### src/rtl/seq_carry_increment_adder.sv
// seq_carry_increment_adder: block-serial carry-increment adder/subtractor with start/busy/done handshake
module seq_carry_increment_adder #(
    parameter int WIDTH = 32,
    parameter int BLOCK = 4
) (
    input  logic             clk,
    input  logic             rst_n,
    input  logic             start,
    input  logic             sub,
    input  logic [WIDTH-1:0] a,
    input  logic [WIDTH-1:0] b,
    input  logic             carry_in,
    output logic             busy,
    output logic             done,
    output logic [WIDTH-1:0] sum,
    output logic             carry_out,
    output logic             overflow
);
    localparam int NBLK = WIDTH / BLOCK;
    localparam int KW = (NBLK > 1) ? $clog2(NBLK) : 1;
    localparam logic [0:0] IDLE = 1'b0;
    localparam logic [0:0] RUN = 1'b1;
    localparam logic [KW-1:0] K_LAST = KW'(NBLK - 1);

    logic [1:0]       rst_sync_q, rst_sync_d;
    logic             rst_core_n;
    logic [0:0]       state_q, state_d;
    logic [KW-1:0]    k_q, k_d;
    logic [WIDTH-1:0] a_q, a_d, b_q, b_d, acc_q, acc_d, sum_q, sum_d;
    logic             c_q, c_d, done_q, done_d, carry_out_q, carry_out_d, overflow_q, overflow_d;
    logic [BLOCK-1:0] sa, sb;
    logic [BLOCK:0]   s0, s1, sel;
    logic             msb_cin;

    assign rst_sync_d = {rst_sync_q[0], 1'b1};
    assign rst_core_n = rst_sync_q[1];

    // Reset asserts immediately but releases only on a clock edge, so busy/done never glitch on deassertion
    always_ff @(posedge clk or negedge rst_n) begin
        if (!rst_n) rst_sync_q <= 2'b00;
        else        rst_sync_q <= rst_sync_d;
    end

    // Slice datapath plus the IDLE/RUN next-state logic
    always_comb begin
        sa = a_q[k_q*BLOCK +: BLOCK];
        sb = b_q[k_q*BLOCK +: BLOCK];
        s0 = {1'b0, sa} + {1'b0, sb};
        s1 = {1'b0, sa} + {1'b0, sb} + {{BLOCK{1'b0}}, 1'b1};
        sel = c_q ? s1 : s0;
        msb_cin = sa[BLOCK-1] ^ sb[BLOCK-1] ^ sel[BLOCK-1];
        state_d = state_q;
        k_d = k_q;
        a_d = a_q;
        b_d = b_q;
        c_d = c_q;
        acc_d = acc_q;
        sum_d = sum_q;
        carry_out_d = carry_out_q;
        overflow_d = overflow_q;
        done_d = 1'b0;
        if (state_q == IDLE) begin
            if (start) begin
                a_d = a;
                b_d = sub ? ~b : b;
                c_d = sub | carry_in;
                k_d = '0;
                acc_d = '0;
                state_d = RUN;
            end
        end else begin
            acc_d[k_q*BLOCK +: BLOCK] = sel[BLOCK-1:0];
            c_d = sel[BLOCK];
            k_d = k_q + 1'b1;
            if (k_q == K_LAST) begin
                k_d = '0;
                state_d = IDLE;
                done_d = 1'b1;
                sum_d = acc_d;
                carry_out_d = sel[BLOCK];
                overflow_d = msb_cin ^ sel[BLOCK];
            end
        end
    end

    // State, operand, accumulator and result registers
    always_ff @(posedge clk or negedge rst_core_n) begin
        if (!rst_core_n) begin
            state_q <= IDLE;
            k_q <= '0;
            a_q <= '0;
            b_q <= '0;
            c_q <= 1'b0;
            acc_q <= '0;
            sum_q <= '0;
            carry_out_q <= 1'b0;
            overflow_q <= 1'b0;
            done_q <= 1'b0;
        end else begin
            state_q <= state_d;
            k_q <= k_d;
            a_q <= a_d;
            b_q <= b_d;
            c_q <= c_d;
            acc_q <= acc_d;
            sum_q <= sum_d;
            carry_out_q <= carry_out_d;
            overflow_q <= overflow_d;
            done_q <= done_d;
        end
    end

    assign busy = (state_q == RUN);
    assign done = done_q;
    assign sum = sum_q;
    assign carry_out = carry_out_q;
    assign overflow = overflow_q;
endmodule

### config.mk
export PLATFORM = sky130hd
export DESIGN_NAME = seq_carry_increment_adder
export DESIGN_NICKNAME = d
export VERILOG_FILES = /design/src/rtl/seq_carry_increment_adder.sv
export SDC_FILE = /design/constraint.sdc
export NUM_CORES = 1
export LEC_CHECK = 0
export ABC_CLOCK_PERIOD_IN_PS = 5600
export CORE_ASPECT_RATIO = 0.6
export CORE_UTILIZATION = 45
export CTS_CLUSTER_DIAMETER = 100
export CTS_CLUSTER_SIZE = 40
export DETAILED_ROUTE_END_ITERATION = 8
export GPL_ROUTABILITY_DRIVEN = 0
export PLACE_DENSITY = 0.78
export SYNTH_ARGS = -nofsm -noshare
export SYNTH_HDL_FRONTEND = slang
export SYNTH_SLANG_ARGS = --single-unit
export TNS_END_PERCENT = 30
### constraint.sdc
create_clock -name clk -period 5.6 [get_ports clk]
set_clock_uncertainty 0.1 [all_clocks]
set_input_delay 1.12 -clock clk [delete_from_list [all_inputs] [get_ports clk]]
set_output_delay 1.12 -clock clk [all_outputs]
set_load 0.005 [all_outputs]
; Word-level counts from Yosys, hierarchy flattened
; Index checks and enable logic that the tools add are counted.
; W data, S select, Z words.
[totals]
mem_bits_ro = 0
inputBits = 69
latchBits = 0
mem_count = 0
ramBits = 0
output_inout_bits = 36
word_cells = 44
ff_bits = 138
[op_classes]
n_reduce_logical = 3
bitwise_logic = 6
addsub = 4
shift = 4
n_eq_ne = 1
mul = 0
order_cmp = 0
n_div = 0
n_mux = 15
[op_table]
columns = cell, n
row1 = $mux W32, 3
row2 = $shiftx A32 B6 Y4, 2
row3 = $neg A5 Y34, 1
row4 = $shift A4 B34 Y32 const A, 1
row5 = $shiftx A4 B34 Y32, 1
row6 = $bwmux W32, 1
row7 = $not A32 Y32, 1
row8 = $mux W3, 3
row9 = $mux W1, 7
row10 = $add A4 B4 Y5, 1
row11 = $add A5 B1 Y5 const B, 1
row12 = $mux W5, 1
row13 = $reduce_and A2 Y1, 2
row14 = $add A3 B1 Y3 const B, 1
row15 = $eq A3 B3 Y1 const B, 1
row16 = $xor A1 B1 Y1, 3
row17 = $reduce_bool A2 Y1, 1
row18 = $not A1 Y1, 1
row19 = $or A1 B1 Y1, 1

; Longest topological paths before layout
; Gate-level depths: netlist of run 1.
[depth]
word_depth = 7
ltp_mapped = 13
mapped_depth_nobuf = 11

; Least setup slack after synthesis of run 1
; No wires, ideal clock.
[synth_path]
path_kind = flip-flop to flip-flop
startpoint = reg k_q[0]
endpoint = reg overflow_q (netlist: overflow)
path_stages_with_launch = 14
synth_period_minus_slack_ps = 3784
t_arrival_ps = 3602
slack_ps = 1816
required_time_ps = 5418
path_buffers = 2
setup_ps = 82
path_cell_list = dfrtp_1 -> buf_2 -> buf_1 -> mux4_2 -> nand2_1 -> nand2_1 -> ha_1 -> fa_1 -> ha_1 -> nand2_1 -> nor3_1 -> mux2_2 -> or4_1 -> a31oi_1
[synth_between]
elab_chain_cells = 6
elab_cells_between_ends = 10
classes_between = 2 x add/sub / 1 x eq/ne / 2 x shift / 1 x mux / 3 x bitwise / 1 x reduce/logical
[synth_lines]
columns = element, line_no
row1 = "start, declared", 28  ; logic [KW-1:0] k_q, k_d;
row2 = "start signal, assigned", 101  ; k_q <= k_d;
row3 = $shiftx A32 B6 Y4 (on tied branches), "46, 47"
row4 = $add A4 B4 Y5, "48, 49"
row5 = $add A5 B1 Y5, 49  ; s1 = {1'b0, sa} + {1'b0, sb} + {{BLOCK{1'b0}}, 1'b1};
row6 = $mux W5, 50  ; sel = c_q ? s1 : s0;
row7 = $xor A1 B1 Y1, 51  ; msb_cin = sa[BLOCK-1] ^ sb[BLOCK-1] ^ sel[BLOCK-1];
row8 = $xor A1 B1 Y1, 81  ; overflow_d = msb_cin ^ sel[BLOCK];
row9 = "end signal, assigned", 108  ; overflow_q <= overflow_d;
row10 = "end, declared", 30  ; logic c_q, c_d, done_q, done_d, carry_out_q, carry_out_d, overflow_q, overflow_d;
; Several ways; a longest one is shown, not always the timed one.
; A chain may end at the register's enable or synchronous reset.

; Worst setup path after layout of run 1
[layout_path]
startpoint = reg k_q[0]
endpoint = reg acc_q[17]
[layout_between]
elab_chain_cells = 7
elab_cells_between_ends = 10
classes_between = 3 x add/sub / 4 x shift / 3 x mux
[layout_lines]
columns = element, line_no
row1 = $shiftx A32 B6 Y4 (on tied branches), "46, 47"
row2 = $add A4 B4 Y5, "48, 49"
row3 = $add A5 B1 Y5, 49
row4 = $mux W5, 50
row5 = $shiftx A4 B34 Y32, 72  ; acc_d[k_q*BLOCK +: BLOCK] = sel[BLOCK-1:0];
row6 = $bwmux W32 *, 72
row7 = $mux W32 *, 62  ; if (state_q == IDLE) begin
row8 = "end signal, assigned", 94  ; acc_q <= '0;
row9 = "end signal, assigned", 105  ; acc_q <= acc_d;
row10 = "end, declared", 29  ; logic [WIDTH-1:0] a_q, a_d, b_q, b_d, acc_q, acc_d, sum_q, sum_d;
; Mark *: on every way between the ends. The rest lies on a longest branch, timed or not.

==> impl_metrics.env, run 1 <==
export IMPL_wl_mm=16.2
export IMPL_worst_pin_slew_ns=1.06
export IMPL_crit_cells=11
export IMPL_cts_htree_levels=4
export IMPL_critPathTopFamily="multiplexers"
export IMPL_critical_path_slowest_cell="dfrtp_1"
export IMPL_cts_tree="yes"
export IMPL_crit_required_ns=5.79
export IMPL_syn_area_um2=6590
export IMPL_cpMostUsedCell="nand2_1"
export IMPL_io_pins=105
export IMPL_cts_sinks=138
export IMPL_numPortBuffers=104
export IMPL_multi_input_area_um2=2950
export IMPL_insertion_delay_ns=0.43
export IMPL_yosysSeqAreaShare_pct=52.4
export IMPL_relSlewSlack_pct=29.4
export IMPL_layout_drive_gt1_share_pct=15.6
export IMPL_reg2reg_depth=11
export IMPL_rows=33
export IMPL_maxCapViolations=0
export IMPL_grt_max_degree=86
export IMPL_finalHoldViolCount=0
export IMPL_die_area_um2=15100
export IMPL_ctsResizeCount=0
export IMPL_grt_pass1_vias=5102
export IMPL_vias=5046
export IMPL_clk_pin_slew_ns=0.07
export IMPL_grt_pass1_wl_mm=26.1
export IMPL_fin_nets=782
export IMPL_ff2ff_setup_slack_ns=1.33
export IMPL_grt_usage_pct=23.2
export IMPL_finalSetupViolCount=0
export IMPL_fillers=1156
export IMPL_worstSetupStartpointType="flop"
export IMPL_fp_dieH_um=95.7
export IMPL_viasPerCell=5.56
export IMPL_clockBufferDepth=2
export IMPL_cts_hold_buf=0
export IMPL_root_buffer="clkbuf_16"
export IMPL_post_cts_setup_buffers=0
export IMPL_cts_buffers_inserted=17
export IMPL_min_period_over_period_pct=76.2
export IMPL_grt_antenna_before_repair=0
export IMPL_post_route_min_period_ns=4.27
export IMPL_drtAntennaViolNets=0
export IMPL_wl_per_cell_um=17.8
export IMPL_rsz0062_at_grt="no"
export IMPL_synth_nets=696
export IMPL_slowest_delay_ns=0.86
export IMPL_synth_ff_type="dfrtp_1"
export IMPL_worstPathMaxFanout=16
export IMPL_place_area_um2=7740
export IMPL_synth_edff_count=0
export IMPL_p_per_area_nw_per_um2=660
export IMPL_syn_inst=617
export IMPL_outcome="finished clean"
export IMPL_yosys_warnings=0
export IMPL_tns_ns=0
export IMPL_hold_class="flop to asynchronous set/reset pin"
export IMPL_worstSetupEndpointType="flop"
export IMPL_grt_overflow=0
export IMPL_p_leak_uw=0.00360
export IMPL_seq_area_um2=3460
export IMPL_ys_seq_elements=138
export IMPL_worstPathCellList="buf_4, mux4_2, nand2_1, nand2_1, fa_1, ha_1, mux2i_1, nor3_1, mux2_2, nand2_1, o21ai_0"
export IMPL_max_freq_mhz=234
export IMPL_die_x_um=158
export IMPL_worst_ep_arrival_time_ns=4.45
export IMPL_antenna_cells=0
export IMPL_drv_slew=0
export IMPL_timing_critical_path_buf_inv=1
export IMPL_synth_async_reset_ratio_pct=100
export IMPL_drt_iter0_markers=354
export IMPL_core_area_um2=14000
export IMPL_floorplan_initialDensity_pct=47.2
export IMPL_area_growth_syn_to_layout_pct=27.2
export IMPL_synth_distinct_cells=42
export IMPL_fin_area_um2=8380
export IMPL_first_pass_iters=5
export IMPL_hpwl_mm=11.1
export IMPL_critPathKind="flop to flop"
export IMPL_vdd_drop_max_uv=407
export IMPL_drc=0
export IMPL_syn_avg_cell_area_um2=10.7
## cells by family after synthesis
family                   Yosys count  synth area share, %
multiplexers                      74                 15.1
buffers and inverters             50                 2.96
AND/OR/NAND/NOR                  197                 12.8
AO/OA/AOI/OAI                    109                 9.30
other                              1               0.0569
adder cells (fa/ha/maj)           10                 2.01
flip-flops                       138                 52.4
XOR/XNOR                          38                 5.37
## worst paths after layout
kind                               start            end
max in group asynchronous  rst_sync_q[1]        a_q[19]
hold reg to reg            rst_sync_q[1]        b_q[29]
hold / removal             rst_sync_q[1]        b_q[29]
min in group clk           rst_sync_q[0]  rst_sync_q[1]
setup reg to reg                  k_q[0]      acc_q[17]
setup / recovery                  k_q[0]      acc_q[17]
## Yosys cell counts, types with 2 or more instances
cell type / instances / share of area [%]
ha_1: 9 / 1.7
o32ai_1: 4 / 0.53
nand2_1: 145 / 8.3
mux2_2: 44 / 7.5
dfrtp_1: 138 / 52
o22ai_1: 9 / 0.85
clkbuf_1: 26 / 1.5
a31o_2: 4 / 0.53
mux2i_1: 14 / 2.1
nor3_1: 9 / 0.68
o21ai_0: 77 / 5.8
inv_2: 2 / 0.11
a21oi_1: 5 / 0.38
o31ai_1: 3 / 0.34
and3_1: 2 / 0.19
o211ai_1: 2 / 0.23
buf_1: 9 / 0.51
nor4_2: 3 / 0.57
or3_1: 2 / 0.19
nor2_1: 14 / 0.80
xnor2_1: 35 / 4.7
nand3_1: 9 / 0.68
buf_2: 6 / 0.46
inv_1: 7 / 0.40
a21o_1: 3 / 0.34
mux4_2: 16 / 5.5
nand2b_1: 4 / 0.38
nor2b_1: 2 / 0.19
## area by class of cell
type                       count  area share, %
multi-input combinational    429           35.2
tap                          192           2.87
inverter                       9          0.403
timing repair buffer         108           12.7
clock inverter                15           2.54
sequential                   138           41.2
clock buffer                  17           5.08
## layer usage
metal	up-vias	track usage [%]	wire [um]
met5	-	0	0
met4	0	8.97	267
met3	25	5.31	1190
met2	197	35.6	7300
met1	2521	32.2	7410
li1	2303	-	-
## sequential cells by signal, summed over array words and instances, names as in the netlist
register,flops
a_q,32
acc_q,32
b_q,32
sum,32
k_q,3
rst_sync_q,2
busy,1
c_q,1
carry_out,1
done,1
overflow,1
## power breakdown
part / switching (uW) / total (uW) / internal [uW] / leakage (uW)
clock network: 466 / 1220 / 755 / 0.000302
logic: 1400 / 2560 / 1160 / 0.00155
registers: 331 / 1750 / 1420 / 0.00175
total: 2200 / 5530 / 3330 / 0.00360
## per-stage QoR
stage          hold slack [ns]  std cells  setup WS [ns]  total power (uW)  utilization [%]
2_1_floorplan            0.231        617           1.37              3410                -
3_3_place_gp             0.242        876           1.61              4100             55.5
3_5_place_dp             0.240        876           1.43              4270             55.5
4_1_cts                  0.266        908           1.38              5520             60.1
5_1_grt                  0.278        908           1.07              5890             60.1
6_report                 0.255        908           1.33              5530             60.1
## cell usage in the layout, fill, tap and decap left out, types with 5 or more instances in the layout
cell	count
inv_6	6
clkbuf_16	17
mux4_2	16
xnor2_1	35
nor3_1	9
a21oi_1	5
clkdlybuf4s50_1	103
o22ai_1	9
nand2_1	143
mux2_2	44
ha_1	9
nand3_1	9
inv_1	7
o21ai_0	77
dfrtp_1	137
nor2_1	14
mux2i_1	14
Note: power is estimated with default switching activity, not from simulation.
==> run 2: changes to the inputs <==
--- a/config.mk
+++ b/config.mk
@@ -5,7 +5,7 @@
 export SDC_FILE = /design/constraint.sdc
 export NUM_CORES = 1
 export LEC_CHECK = 0
-export ABC_CLOCK_PERIOD_IN_PS = 5600
+export ABC_CLOCK_PERIOD_IN_PS = 4400
 export CORE_ASPECT_RATIO = 0.6
 export CORE_UTILIZATION = 45
 export CTS_CLUSTER_DIAMETER = 100
==> constraint.sdc (replaced) <==
create_clock -name clk -period 4.4 [get_ports clk]
set_clock_uncertainty 0.1 [all_clocks]
set_input_delay 0.88 -clock clk [delete_from_list [all_inputs] [get_ports clk]]
set_output_delay 0.88 -clock clk [all_outputs]
set_load 0.005 [all_outputs]
==> run 2 against run 1 <==
Compared with the run above: count of clock-buffer cells in the layout grew 1; combinational power up 27%; sequential power increased by 27%; register-to-register slack lost 0.96 ns; non-clock buffer count increased by 5; global-route usage decreased by 0.13 points; clock power is 28% higher; fmax is 5.9% higher; first-iteration DRC count rose by 4.8%; sequential cell count unchanged; sequential share of layout area is 0.26 points lower; critical path type unchanged; critical endpoint is now acc_q[29]; largest cell class unchanged.
==> impl_metrics.env, run 2 (synthesis gave the netlist of run 1 again) <==
export IMPL_grt_overflow=0
export IMPL_clockBufferDepth=2
export IMPL_worstSetupEndpointType="flop"
export IMPL_final_common_cell="nand2_1"
export IMPL_io_pins=105
export IMPL_ctsResizeCount=0
export IMPL_finalSetupViolCount=0
export IMPL_wl_per_cell_um=17.4
export IMPL_final_cell_mix="nand2_1, dfrtp_1, clkdlybuf4s50_1"
export IMPL_clk_pin_slew_ns=0.07
export IMPL_drtAntennaViolNets=0
export IMPL_grt_pass1_wl_mm=26.2
export IMPL_grt_pass1_vias=4985
export IMPL_cts_buffers_inserted=17
export IMPL_die_area_um2=15100
export IMPL_max_freq_mhz=248
export IMPL_crit_required_ns=4.60
export IMPL_hold_class="flop to asynchronous set/reset pin"
export IMPL_outcome="finished clean"
export IMPL_worst_pin_slew_ns=0.931
export IMPL_critical_path_slowest_cell="dfrtp_1"
export IMPL_vias=4992
export IMPL_vdd_drop_max_uv=558
export IMPL_area_growth_syn_to_layout_pct=28.0
export IMPL_drt_iter0_markers=371
export IMPL_root_buffer="clkbuf_16"
export IMPL_tns_ns=0
export IMPL_worstPathCellList="buf_4, mux4_2, nand2_1, nand2_1, fa_1, ha_1, mux2i_1, nor2_1, mux2i_1, nor2_1, a31o_2"
export IMPL_slowest_delay_ns=0.81
export IMPL_cts_hold_buf=0
export IMPL_wl_mm=15.9
export IMPL_floorplan_initialDensity_pct=47.2
export IMPL_post_route_min_period_ns=4.03
export IMPL_drc=0
export IMPL_setup_ws_ns=0.373
export IMPL_fin_nets=787
export IMPL_drv_slew=0
export IMPL_grt_max_degree=66
export IMPL_maxCapViolations=0
export IMPL_min_period_over_period_pct=91.5
export IMPL_finalHoldViolCount=0
export IMPL_rsz0062_at_grt="no"
export IMPL_first_pass_iters=5
export IMPL_cts_sinks=138
export IMPL_numPortBuffers=104
export IMPL_relSlewSlack_pct=37.9
export IMPL_antenna_cells=0
export IMPL_worst_ep_arrival_time_ns=4.23
export IMPL_p_leak_uw=0.00364
export IMPL_fp_dieH_um=95.7
export IMPL_cts_tree="yes"
export IMPL_grt_antenna_before_repair=0
export IMPL_die_x_um=158
export IMPL_p_per_area_nw_per_um2=834
export IMPL_rows=33
export IMPL_worstSetupStartpointType="flop"
export IMPL_fillers=1133
export IMPL_worstPathMaxFanout=12
export IMPL_viasPerCell=5.47
export IMPL_cts_htree_levels=4
export IMPL_post_cts_setup_buffers=0
export IMPL_core_area_um2=14000
export IMPL_hpwl_mm=11.3
export IMPL_layout_drive_gt1_share_pct=16.1
export IMPL_place_area_um2=7790
export IMPL_grt_usage_pct=23.0
export IMPL_place_ws_ns=0.382
export IMPL_insertion_delay_ns=0.42
export IMPL_fin_area_um2=8440
export IMPL_critPathKind="flop to flop"
## run 2: changes by cell type in the layout (fill, tap and decap cells not counted), sizes merged
cell,previous run,this run
buf,5,10
clkbuf,17,18
inv,15,17
clkinv,2,1
clkinvlp,3,1
## run 2: through the flow
step	hold slack, ns	instances	util (%)	total power (uW)
finish	0.165	913	60.4	7040
floorplan	0.231	617	-	4340
detailed placement	0.174	881	55.8	5440
global route	0.212	913	60.4	7500
CTS	0.182	913	60.4	7030
global placement	0.172	881	55.8	5240
## run 2: power by group
group,switching [uW],total (uW),internal (uW)
clock network,575,1560,980
logic,1770,3260,1500
registers,412,2220,1810
total,2750,7040,4280
## run 2: area by class of cell
class,count,area [um2],area share (%)
clock buffers,18,439,5.21
multi-input cells,429,2940,34.9
inverters,9,33.8,0.400
flip-flops and latches,138,3460,41.0
repair buffers,113,1120,13.2
well taps,192,240,2.85
clock inverters,14,205,2.43
## run 2: worst paths after layout
path,from,end,slack [ns],depth (start not counted)
min in group clk,rst_sync_q[0],rst_sync_q[1],0.26,0
max in group asynchronous,rst_sync_q[1],overflow,2.99,1
max,k_q[0],acc_q[29],0.37,11
min,rst_sync_q[1],b_q[27],0.17,0
min reg2reg,rst_sync_q[1],b_q[27],0.17,0
max reg2reg,k_q[0],acc_q[29],0.37,11
## run 2: worst max-delay path: cells and delay by family, from the launching register on
kind | cells | cell delay (ns)
AO/OA/AOI/OAI | 1 | 0.24
flip-flops | 1 | 0.81
multiplexers | 3 | 1.23
adder cells (fa/ha/maj) | 2 | 0.85
buffers and inverters | 1 | 0.30
AND/OR/NAND/NOR | 4 | 0.39
## run 2: layer usage
layer	vias up	global-route usage [%]	routed length, um
met2	180	36.0	7270
met3	19	5.09	1020
met5	-	0	0
li1	2304	-	-
met4	0	6.65	184
met1	2489	32.5	7420
==> run 3: changes to the inputs <==
--- a/config.mk
+++ b/config.mk
@@ -8,7 +8,6 @@
 export ABC_CLOCK_PERIOD_IN_PS = 4400
 export CORE_ASPECT_RATIO = 0.6
 export CORE_UTILIZATION = 45
-export CTS_CLUSTER_DIAMETER = 100
 export CTS_CLUSTER_SIZE = 40
 export DETAILED_ROUTE_END_ITERATION = 8
 export GPL_ROUTABILITY_DRIVEN = 0
==> results of run 3 <==
No change in the layout: final DEF, timing and power equal those of run 2.
